<file path="src/rtl/om_mult_serial.sv">
// om_mult_serial: radix-2 MSD-first online multiplier, delay 3, N digits.
// Digits {p,n}: 10=+1, 01=-1. Optional two's-complement output: OM_MULT_TC_EN.
// Ports: clk, rst_n (async, active low); in_valid/in_ready with x, y;
// out_valid/out_ready with z, out_last; busy; z_tc, z_tc_valid.
module om_mult_serial #(
  parameter int N = 8
) (
  input  logic       clk,
  input  logic       rst_n,
  input  logic       in_valid,
  output logic       in_ready,
  input  logic [1:0] x,
  input  logic [1:0] y,
  output logic       out_valid,
  input  logic       out_ready,
  output logic [1:0] z,
  output logic       out_last,
  output logic       busy,
  output logic [N:0] z_tc,
  output logic       z_tc_valid
);
  localparam int WW = N + 5;
  localparam int CW = $clog2(N + 4);
  localparam logic [N:0] QM0 = {1'b1, {N{1'b0}}};
  localparam logic [N:0] M0 = {2'b01, {(N-1){1'b0}}};
  localparam logic [CW-1:0] C_LD = CW'(2);
  localparam logic [CW-1:0] C_R0 = CW'(3);
  localparam logic [CW-1:0] C_RE = CW'(N - 1);
  localparam logic [CW-1:0] C_LAST = CW'(N + 2);

  typedef enum logic [2:0] {
    IDLE, LOAD, RUN, FLUSH, DRAIN
  } state_t;

  state_t state, state_nx;
  logic [CW-1:0] cnt;
  logic [N:0] xq, xqm, yq, yqm, msk;
  logic [N:0] xq_nx, xqm_nx, yq_nx, yqm_nx;
  logic [WW-1:0] ws, wc;
  logic [WW-1:0] ya, xb, ta, tb, p, q;
  logic [WW-1:0] s1, m1, c1, s2, m2, c2;
  logic [1:0] xd, yd, wtop;
  logic [4:0] vh;
  logic xp, xn, yp, yn;
  logic sel, zpos, zneg;
  logic slot_free, consume, step, clr;
  logic unused;

  assign slot_free = !out_valid || out_ready;
  assign consume = out_valid && out_ready;
  assign in_ready = rst_n &&
    (state == IDLE || state == LOAD ||
     (state == RUN && slot_free));
  assign step = (in_valid && in_ready) ||
    (state == FLUSH && slot_free);
  assign clr = (state == DRAIN) && consume;
  assign sel = (state == RUN) || (state == FLUSH);
  assign busy = (state != IDLE);

  assign xd = (state == FLUSH) ? 2'b00 : x;
  assign yd = (state == FLUSH) ? 2'b00 : y;
  assign xp = (xd == 2'b10);
  assign xn = (xd == 2'b01);
  assign yp = (yd == 2'b10);
  assign yn = (yd == 2'b01);

  always_comb begin
    yq_nx = yq;
    yqm_nx = yqm;
    unique case (1'b1)
      yp: begin
        yq_nx = yq | msk;
        yqm_nx = yq;
      end
      yn: begin
        yq_nx = yqm | msk;
        yqm_nx = yqm;
      end
      default: yqm_nx = yqm | msk;
    endcase
  end

  always_comb begin
    xq_nx = xq;
    xqm_nx = xqm;
    unique case (1'b1)
      xp: begin
        xq_nx = xq | msk;
        xqm_nx = xq;
      end
      xn: begin
        xq_nx = xqm | msk;
        xqm_nx = xqm;
      end
      default: xqm_nx = xqm | msk;
    endcase
  end

  // Y is taken after its update, X before its update.
  assign ya = {{4{yq_nx[N]}}, yq_nx};
  assign xb = {{4{xq[N]}}, xq};
  assign ta = xp ? ya : (xn ? ~ya : '0);
  assign tb = yp ? xb : (yn ? ~xb : '0);

  // 4:2 CSA; the free LSBs of the carry vectors take the +1 of negation.
  assign p = {ws[WW-2:0], 1'b0};
  assign q = {wc[WW-2:0], 1'b0};
  assign s1 = p ^ q ^ ta;
  assign m1 = (p & q) | (p & ta) | (q & ta);
  assign c1 = {m1[WW-2:0], xn};
  assign s2 = s1 ^ c1 ^ tb;
  assign m2 = (s1 & c1) | (s1 & tb) | (c1 & tb);
  assign c2 = {m2[WW-2:0], yn};

  // Estimate keeps a third fraction bit so that the largest step-0
  // residual cannot alias across the +2/-2 wrap of the estimate.
  assign vh = s2[WW-1:WW-5] + c2[WW-1:WW-5];
  assign zpos = sel && ($signed(vh) >= 5'sd4);
  assign zneg = sel && ($signed(vh) < -5'sd4);
  assign wtop = s2[WW-1:WW-2] +
    (zpos ? 2'b11 : (zneg ? 2'b01 : 2'b00));

  assign unused = ^{ws[WW-1], wc[WW-1], m1[WW-1], m2[WW-1]};

  always_comb begin
    state_nx = state;
    unique case (state)
      IDLE:  if (step) state_nx = LOAD;
      LOAD:  if (step && cnt == C_LD) state_nx = RUN;
      RUN:   if (step && cnt == C_RE) state_nx = FLUSH;
      FLUSH: if (step && cnt == C_LAST) state_nx = DRAIN;
      DRAIN: if (consume) state_nx = IDLE;
      default: state_nx = IDLE;
    endcase
  end

  always_ff @(posedge clk or negedge rst_n) begin
    if (!rst_n) begin
      state <= IDLE;
      cnt <= '0;
      xq <= '0;
      xqm <= QM0;
      yq <= '0;
      yqm <= QM0;
      msk <= M0;
      ws <= '0;
      wc <= '0;
      out_valid <= 1'b0;
      z <= 2'b00;
      out_last <= 1'b0;
    end else begin
      state <= state_nx;
      if (step) begin
        cnt <= cnt + 1'b1;
        xq <= xq_nx;
        xqm <= xqm_nx;
        yq <= yq_nx;
        yqm <= yqm_nx;
        msk <= msk >> 1;
        ws <= {wtop, s2[WW-3:0]};
        wc <= c2;
      end else if (clr) begin
        cnt <= '0;
        xq <= '0;
        xqm <= QM0;
        yq <= '0;
        yqm <= QM0;
        msk <= M0;
        ws <= '0;
        wc <= '0;
      end
      if (step && sel) begin
        out_valid <= 1'b1;
        z <= {zpos, zneg};
        out_last <= (cnt == C_LAST);
      end else if (consume) begin
        out_valid <= 1'b0;
        out_last <= 1'b0;
      end
    end
  end

`ifdef OM_MULT_TC_EN
  logic [N:0] zq, zqm, zmsk, zb_q, zb_qm, zb_m;
  logic zfirst;

  // The first product digit restarts the converter.
  assign zfirst = (cnt == C_R0);
  assign zb_q = zfirst ? '0 : zq;
  assign zb_qm = zfirst ? QM0 : zqm;
  assign zb_m = zfirst ? M0 : zmsk;

  always_ff @(posedge clk or negedge rst_n) begin
    if (!rst_n) begin
      zq <= '0;
      zqm <= QM0;
      zmsk <= M0;
    end else if (step && sel) begin
      zmsk <= zb_m >> 1;
      unique case (1'b1)
        zpos: begin
          zq <= zb_q | zb_m;
          zqm <= zb_q;
        end
        zneg: begin
          zq <= zb_qm | zb_m;
          zqm <= zb_qm;
        end
        default: begin
          zq <= zb_q;
          zqm <= zb_qm | zb_m;
        end
      endcase
    end
  end

  assign z_tc = zq;
  assign z_tc_valid = clr;
`else
  assign z_tc = '0;
  assign z_tc_valid = 1'b0;
`endif

endmodule
</file>
<file path="config.mk">
export PLATFORM = sky130hd
export DESIGN_NAME = om_mult_serial
export DESIGN_NICKNAME = d
export VERILOG_FILES = /design/src/rtl/om_mult_serial.sv
export SDC_FILE = /design/constraint.sdc
export NUM_CORES = 1
export LEC_CHECK = 0
export ABC_CLOCK_PERIOD_IN_PS = 9400
export BUFFER_PORTS_ARGS = -buffer_cell sky130_fd_sc_hd__buf_2
export CORE_UTILIZATION = 46
export DETAILED_ROUTE_END_ITERATION = 12
export RECOVER_POWER = 100
export SETUP_SLACK_MARGIN = 0.15
export SYNTH_ARGS = -nofsm -noshare
export SYNTH_HDL_FRONTEND = slang
export SYNTH_SLANG_ARGS = --single-unit
</file>
<file path="constraint.sdc">
create_clock -name clk -period 9.4 [get_ports clk]
set_clock_uncertainty 0.2 [all_clocks]
set_input_delay 0.94 -clock clk [delete_from_list [all_inputs] [get_ports clk]]
set_output_delay 0.94 -clock clk [all_outputs]
set_load 0.03 [all_outputs]
</file>
* Word-level counts from Yosys, hierarchy flattened
Index checks and enable logic that the tools add are counted.
Storage, ports and cells: latch bits 0, memories kept 0, bits in read-only memories 0, bits of input ports 8, register bits after elaboration 80, RAM bits 0
Cells by class: shift operators 0, add/sub/neg operators 3, $lt $le $gt $ge 2, bitwise logic cells 20, multiplexer cells 34, reduce and logical (&&, ||, !) cells 26, equality and inequality tests 19, multiply operators 0, divide/modulo/power cells 0
Operators with widths (count):
- $and 12x12->12 | 6
- $mux 9 | 8
- $pmux 9 s2 | 4
- $mux 13 | 4
- $xor 13x13->13 | 4
- $or 12x12->12 | 4
- $mux 12 | 3
- $or 9x9->9 | 4
- $not 13->13 | 2
- $mux 3 | 5
- $pmux 3 s5 | 1
- $logic_and 1x1->1 | 12
- $mux 4 | 2
- $ne 2x2->1 const B | 4
- $eq 3x2->1 const B | 2
- $ne 2x1->1 const B | 3
- $reduce_and 2->1 | 3
- $add 5x5->5 | 1
- $ge 5x4->1 const B | 1
- $logic_or 1x1->1 | 5
- $lt 5x3->1 const B | 1
- $mux 1 | 5
- $reduce_and 5->1 | 1
- $add 4x1->4 const B | 1
- other kinds (14) | 18

* Depth between registers and ports, before layout
depth in word-level cells 20, depth in mapped cells 24

* Least setup slack after synthesis
No wires, ideal clock.
path kind input -> register, from input y[0], to register ws[11], required time 9108 ps, arrival 4761 ps, stages 18, path buffers 0, path slack 4347 ps, path through and2_1 -> ha_1 -> or2_1 -> a32o_2 -> mux2i_2 -> inv_1 -> fa_1 -> fa_1 -> ha_1 -> inv_1 -> fa_1 -> inv_1 -> a21o_1 -> a21oi_1 -> xnor3_2 -> mux2i_1 -> a21oi_1 -> o31ai_2
Between the ends: word-level cells in the longest chain between the ends 19, elaborated cells between the ends (all ways) 30, classes of those cells 2 x add/sub; 2 x order compare; 2 x eq/ne; 9 x mux; 13 x bitwise; 2 x reduce/logical
RTL lines:
- start: declaration | RTL line 13 | input logic [1:0] y,
- $mux 2 * | RTL line 61 | assign yd = (state == FLUSH) ? 2'b00 : y;
- $eq 2x1->1 or $eq 2x2->1 (tied branches) | RTL line 65, 64
- $pmux 9 s2 | RTL line 70 | unique case (1'b1)
- $not 13->13 | RTL line 102 | assign ta = xp ? ya : (xn ? ~ya : '0);
- $mux 13 (2 in series) | RTL line 102
- $and 12x12->12 | RTL line 109 | assign m1 = (p & q) | (p & ta) | (q & ta);
- $or 12x12->12 (2 in series) | RTL line 109
- $and 12x12->12 | RTL line 112 | assign m2 = (s1 & c1) | (s1 & tb) | (c1 & tb);
- $or 12x12->12 (2 in series) | RTL line 112
- $add 5x5->5 | RTL line 117 | assign vh = s2[WW-1:WW-5] + c2[WW-1:WW-5];
- $lt 5x3->1 | RTL line 119 | assign zneg = sel && ($signed(vh) < -5'sd4);
- $logic_and 1x1->1 | RTL line 119
- $mux 1 (2 in series) | RTL line 121 | (zpos ? 2'b11 : (zneg ? 2'b01 : 2'b00));
- $add 1x1->1 * | RTL line 120 | assign wtop = s2[WW-1:WW-2] +
- $mux 12 * | RTL line 153 | if (step) begin
- end signal: assignment | RTL line 160 | ws <= {wtop, s2[WW-3:0]};
- end: declaration | RTL line 39 | logic [WW-1:0] ws, wc;
Mark *: on every way between the ends. The rest lies on a longest branch, timed or not. A chain may end at the register's enable or synchronous reset.

* Final worst setup path
from register state[2], to register ws[11]
Between the ends: word-level cells in the longest chain between the ends 20, elaborated cells between the ends (all ways) 48, classes of those cells 2 x add/sub; 2 x order compare; 8 x eq/ne; 10 x mux; 13 x bitwise; 13 x reduce/logical
RTL lines:
- start: declaration | RTL line 35 | state_t state, state_nx;
- start signal: assignment | RTL line 152 | state <= state_nx;
- $eq 3x2->1
- $mux 2 | RTL line 61
- $eq 2x1->1 or $eq 2x2->1 (tied branches) | RTL line 65, 64
- $pmux 9 s2 | RTL line 70
- $not 13->13 | RTL line 102
- $mux 13 (2 in series) | RTL line 102
- $and 12x12->12 | RTL line 109
- $or 12x12->12 (2 in series) | RTL line 109
- $and 12x12->12 | RTL line 112
- $or 12x12->12 (2 in series) | RTL line 112
- $add 5x5->5 | RTL line 117
- $lt 5x3->1 | RTL line 119
- $logic_and 1x1->1 | RTL line 119
- $mux 1 (2 in series) | RTL line 121
- $add 1x1->1 | RTL line 120
- $mux 12 | RTL line 153
Several ways; a longest one is shown, not always the timed one.

==> metrics.txt <==
Sw Pwr 708 µW; post-cts gate resize count 0; maxcap violations 4; Synth Area in Simple Gates 0.165; Clock Latency Late Sink 0.36 ns; Post-DP HPWL 6960 µm; drt total wl 10600 µm; IO Port Bufs 13; WL per Instance 16.2 µm; Vias/cell 5.51; cells after synthesis 515; pwr dens 336 nW/µm²; DIE AREA 10700 µm²; Worst setup SP type flop; final setup fails 0; VDD IR max 0.000265 V; arrival time worst endpoint 5.96 ns; post-route setup slack 3.42 ns; nets 557; Worst-Margin Slew 2.53 ns; fillers 939; commonest cells after routing, fill and taps aside dfrtp_1, nand2_1, o21ai_0, nor2_1, nand3_1; dpl cell area 4870 µm²; Max Freq 0.167 GHz; synth warn 0; Post-Place Worst Slack 3.49 ns; clock tree sinks 79; clock buffer depth 2; Synth Area in XOR/XNOR 0.0180; number of global-route vias before repair 3501; DRC errors left 0; CTS root buf clkbuf_8; initial DRC count 153; unrepaired setup endpoints after global routing no; Synth Area per Inst 9.16 µm²; area of the multi-input gates 2460 µm²; Layout area overhead 7.74%; largest net degree at the start of global routing 48; routability cong. 0.811; CTS Buf Count 9; max-slew violations 163; clock-pin slew on the worst setup and hold paths 0.08 ns; Core Rows 36; antenna viol nets, final 0; final instance area 5080 µm²; antenna violations before repair 0; status finished, violations left; critical path type flop to flop; drt pass-1 iters 4; Lkg Pwr 2.34 nW; Worst setup EP type flop; clock power share 0.195; Pwr Total 1.71 mW; post-synthesis sequential area ratio 0.420; mux share of post-synthesis cell area 0.0244; final setup TNS 0 ns; Mapped Area 4720 µm²; Yosys cell types 45; Antenna Cells 0; H-Tree Depth 3; ys flop type dfrtp_1; Comb pwr share 0.480; crit-path max FO 32; Ports 24; Net Sw Frac 0.414; grt total ovfl 0; Total GRT Usage 0.222; Core Area 9860 µm²; Worst Path Required 9.38 ns; most common cell after layout, fill and taps aside dfrtp_1; CTS tree built; Synth Register Bits 79; initial core utilization 0.478; asr flop ratio synth 1.00; Tightest Hold Check Type flop to flop; Max-Slew Margin vs Limit -0.684; largest family of logic cells by synthesized area compound AO/OA/AOI/OAI gates; vias 3597; failing checks max-capacitance violations, max-slew violations; Fin. Hold Viols 0; Pint 1.00 mW; Horiz. Die Dim 103 µm; crit share post-route 0.636; Post-synth EDFFs 0; Flop pwr share 0.325; Hold-fix buffers, CTS 0; layout cell share with drive strength beyond 1 0.0769; post-synthesis adder-cell area fraction 0.127; Post-CTS Setup Inserts 0; total area of sequential cells 1980 µm²; die height 103 µm; first-pass GRT wire length 17800 µm; Fin Hold WS 0.291 ns; fin crit period 5.98 ns; Synth Area in Compound Gates 0.178
## stage by stage
stage	utilization	cells
final	0.515	653
after global routing	0.515	653
after CTS	0.520	653
after detailed placement	0.494	637
after global placement	0.494	637
after floorplan	-	524
## final cells by class
cell class,count,area share
clock buffers,10,0.0251
clock inverters,6,0.0261
inverters,35,0.0258
multi-input cells,371,0.483
flip-flops and latches,79,0.390
well taps,133,0.0327
repair buffers,19,0.0177
## state kept, by name, indices dropped and copies added (netlist names)
signal and cells:
state 3, xqm 9, msk 8, xq 9
wc 12, out_last 1, yqm 9, yq 9
z 2, out_valid 1, cnt 4, ws 12
## path summary, 6_finish.rpt
| path | end | start | slack [ns] | cells after the start |
|---|---|---|---|---|
| setup / recovery | ws[11] | state[2] | 3.42 | 21 |
| hold / removal | z[1] | z[1] | 0.29 | 2 |
| setup reg to reg | ws[11] | state[2] | 3.42 | 21 |
| hold reg to reg | z[1] | z[1] | 0.29 | 2 |
| max in group asynchronous | yq[6] | rst_n | 5.00 | 2 |
| min in group asynchronous | ws[1] | rst_n | 1.15 | 1 |
## power groups by stage
stage / sequential [mW] / combinational [mW] / clock (mW)
final: 0.556 / 0.821 / 0.334
after global routing: 0.572 / 0.951 / 0.353
after CTS: 0.555 / 0.842 / 0.341
after detailed placement: 0.559 / 0.836 / 0
after global placement: 0.557 / 0.806 / 0
after floorplan: 0.543 / 0.660 / 0
## Yosys cell counts (all sizes together) (10+ instances only)
| cell type | number | share of area |
|---|---|---|
| a21oi | 25 | 0.027 |
| buf | 15 | 0.020 |
| clkbuf | 24 | 0.019 |
| dfrtp | 76 | 0.40 |
| fa | 23 | 0.098 |
| ha | 11 | 0.029 |
| inv | 35 | 0.028 |
| mux2i | 10 | 0.022 |
| nand2 | 56 | 0.045 |
| nand3 | 41 | 0.043 |
| nor2 | 51 | 0.041 |
| o21a | 17 | 0.027 |
| o21ai | 53 | 0.056 |
| o22ai | 16 | 0.021 |
## cells by family after synthesis
logic type,count (synthesis)
XOR/XNOR,8
adder cells (fa/ha/maj),34
flip-flops,79
other,1
multiplexers,11
buffers and inverters,74
AO/OA/AOI/OAI,135
AND/OR/NAND/NOR,173
## metal layers
layer / GRT usage / share of wire
met5: 0 / 0
met4: 0.0726 / 0.014
met3: 0.0410 / 0.028
met2: 0.362 / 0.48
met1: 0.301 / 0.48
## worst max-delay path: stages (launching register included)
cell and delay, ns:
dfrtp_1 0.47, and2b_1 0.29, nand2_1 0.15, and2_0 0.23, inv_1 0.07, ha_1 0.79, or2_0 0.26, a32o_2 0.17
mux2i_1 0.34, inv_1 0.18, fa_1 0.48, fa_1 0.56, ha_1 0.18, inv_1 0.05, fa_1 0.40, inv_1 0.07
a21o_1 0.10, a21oi_1 0.07, xnor3_2 0.26, mux2i_1 0.23, and3_1 0.20, o31ai_2 0.06
Power figures use the tool's default switching activity.
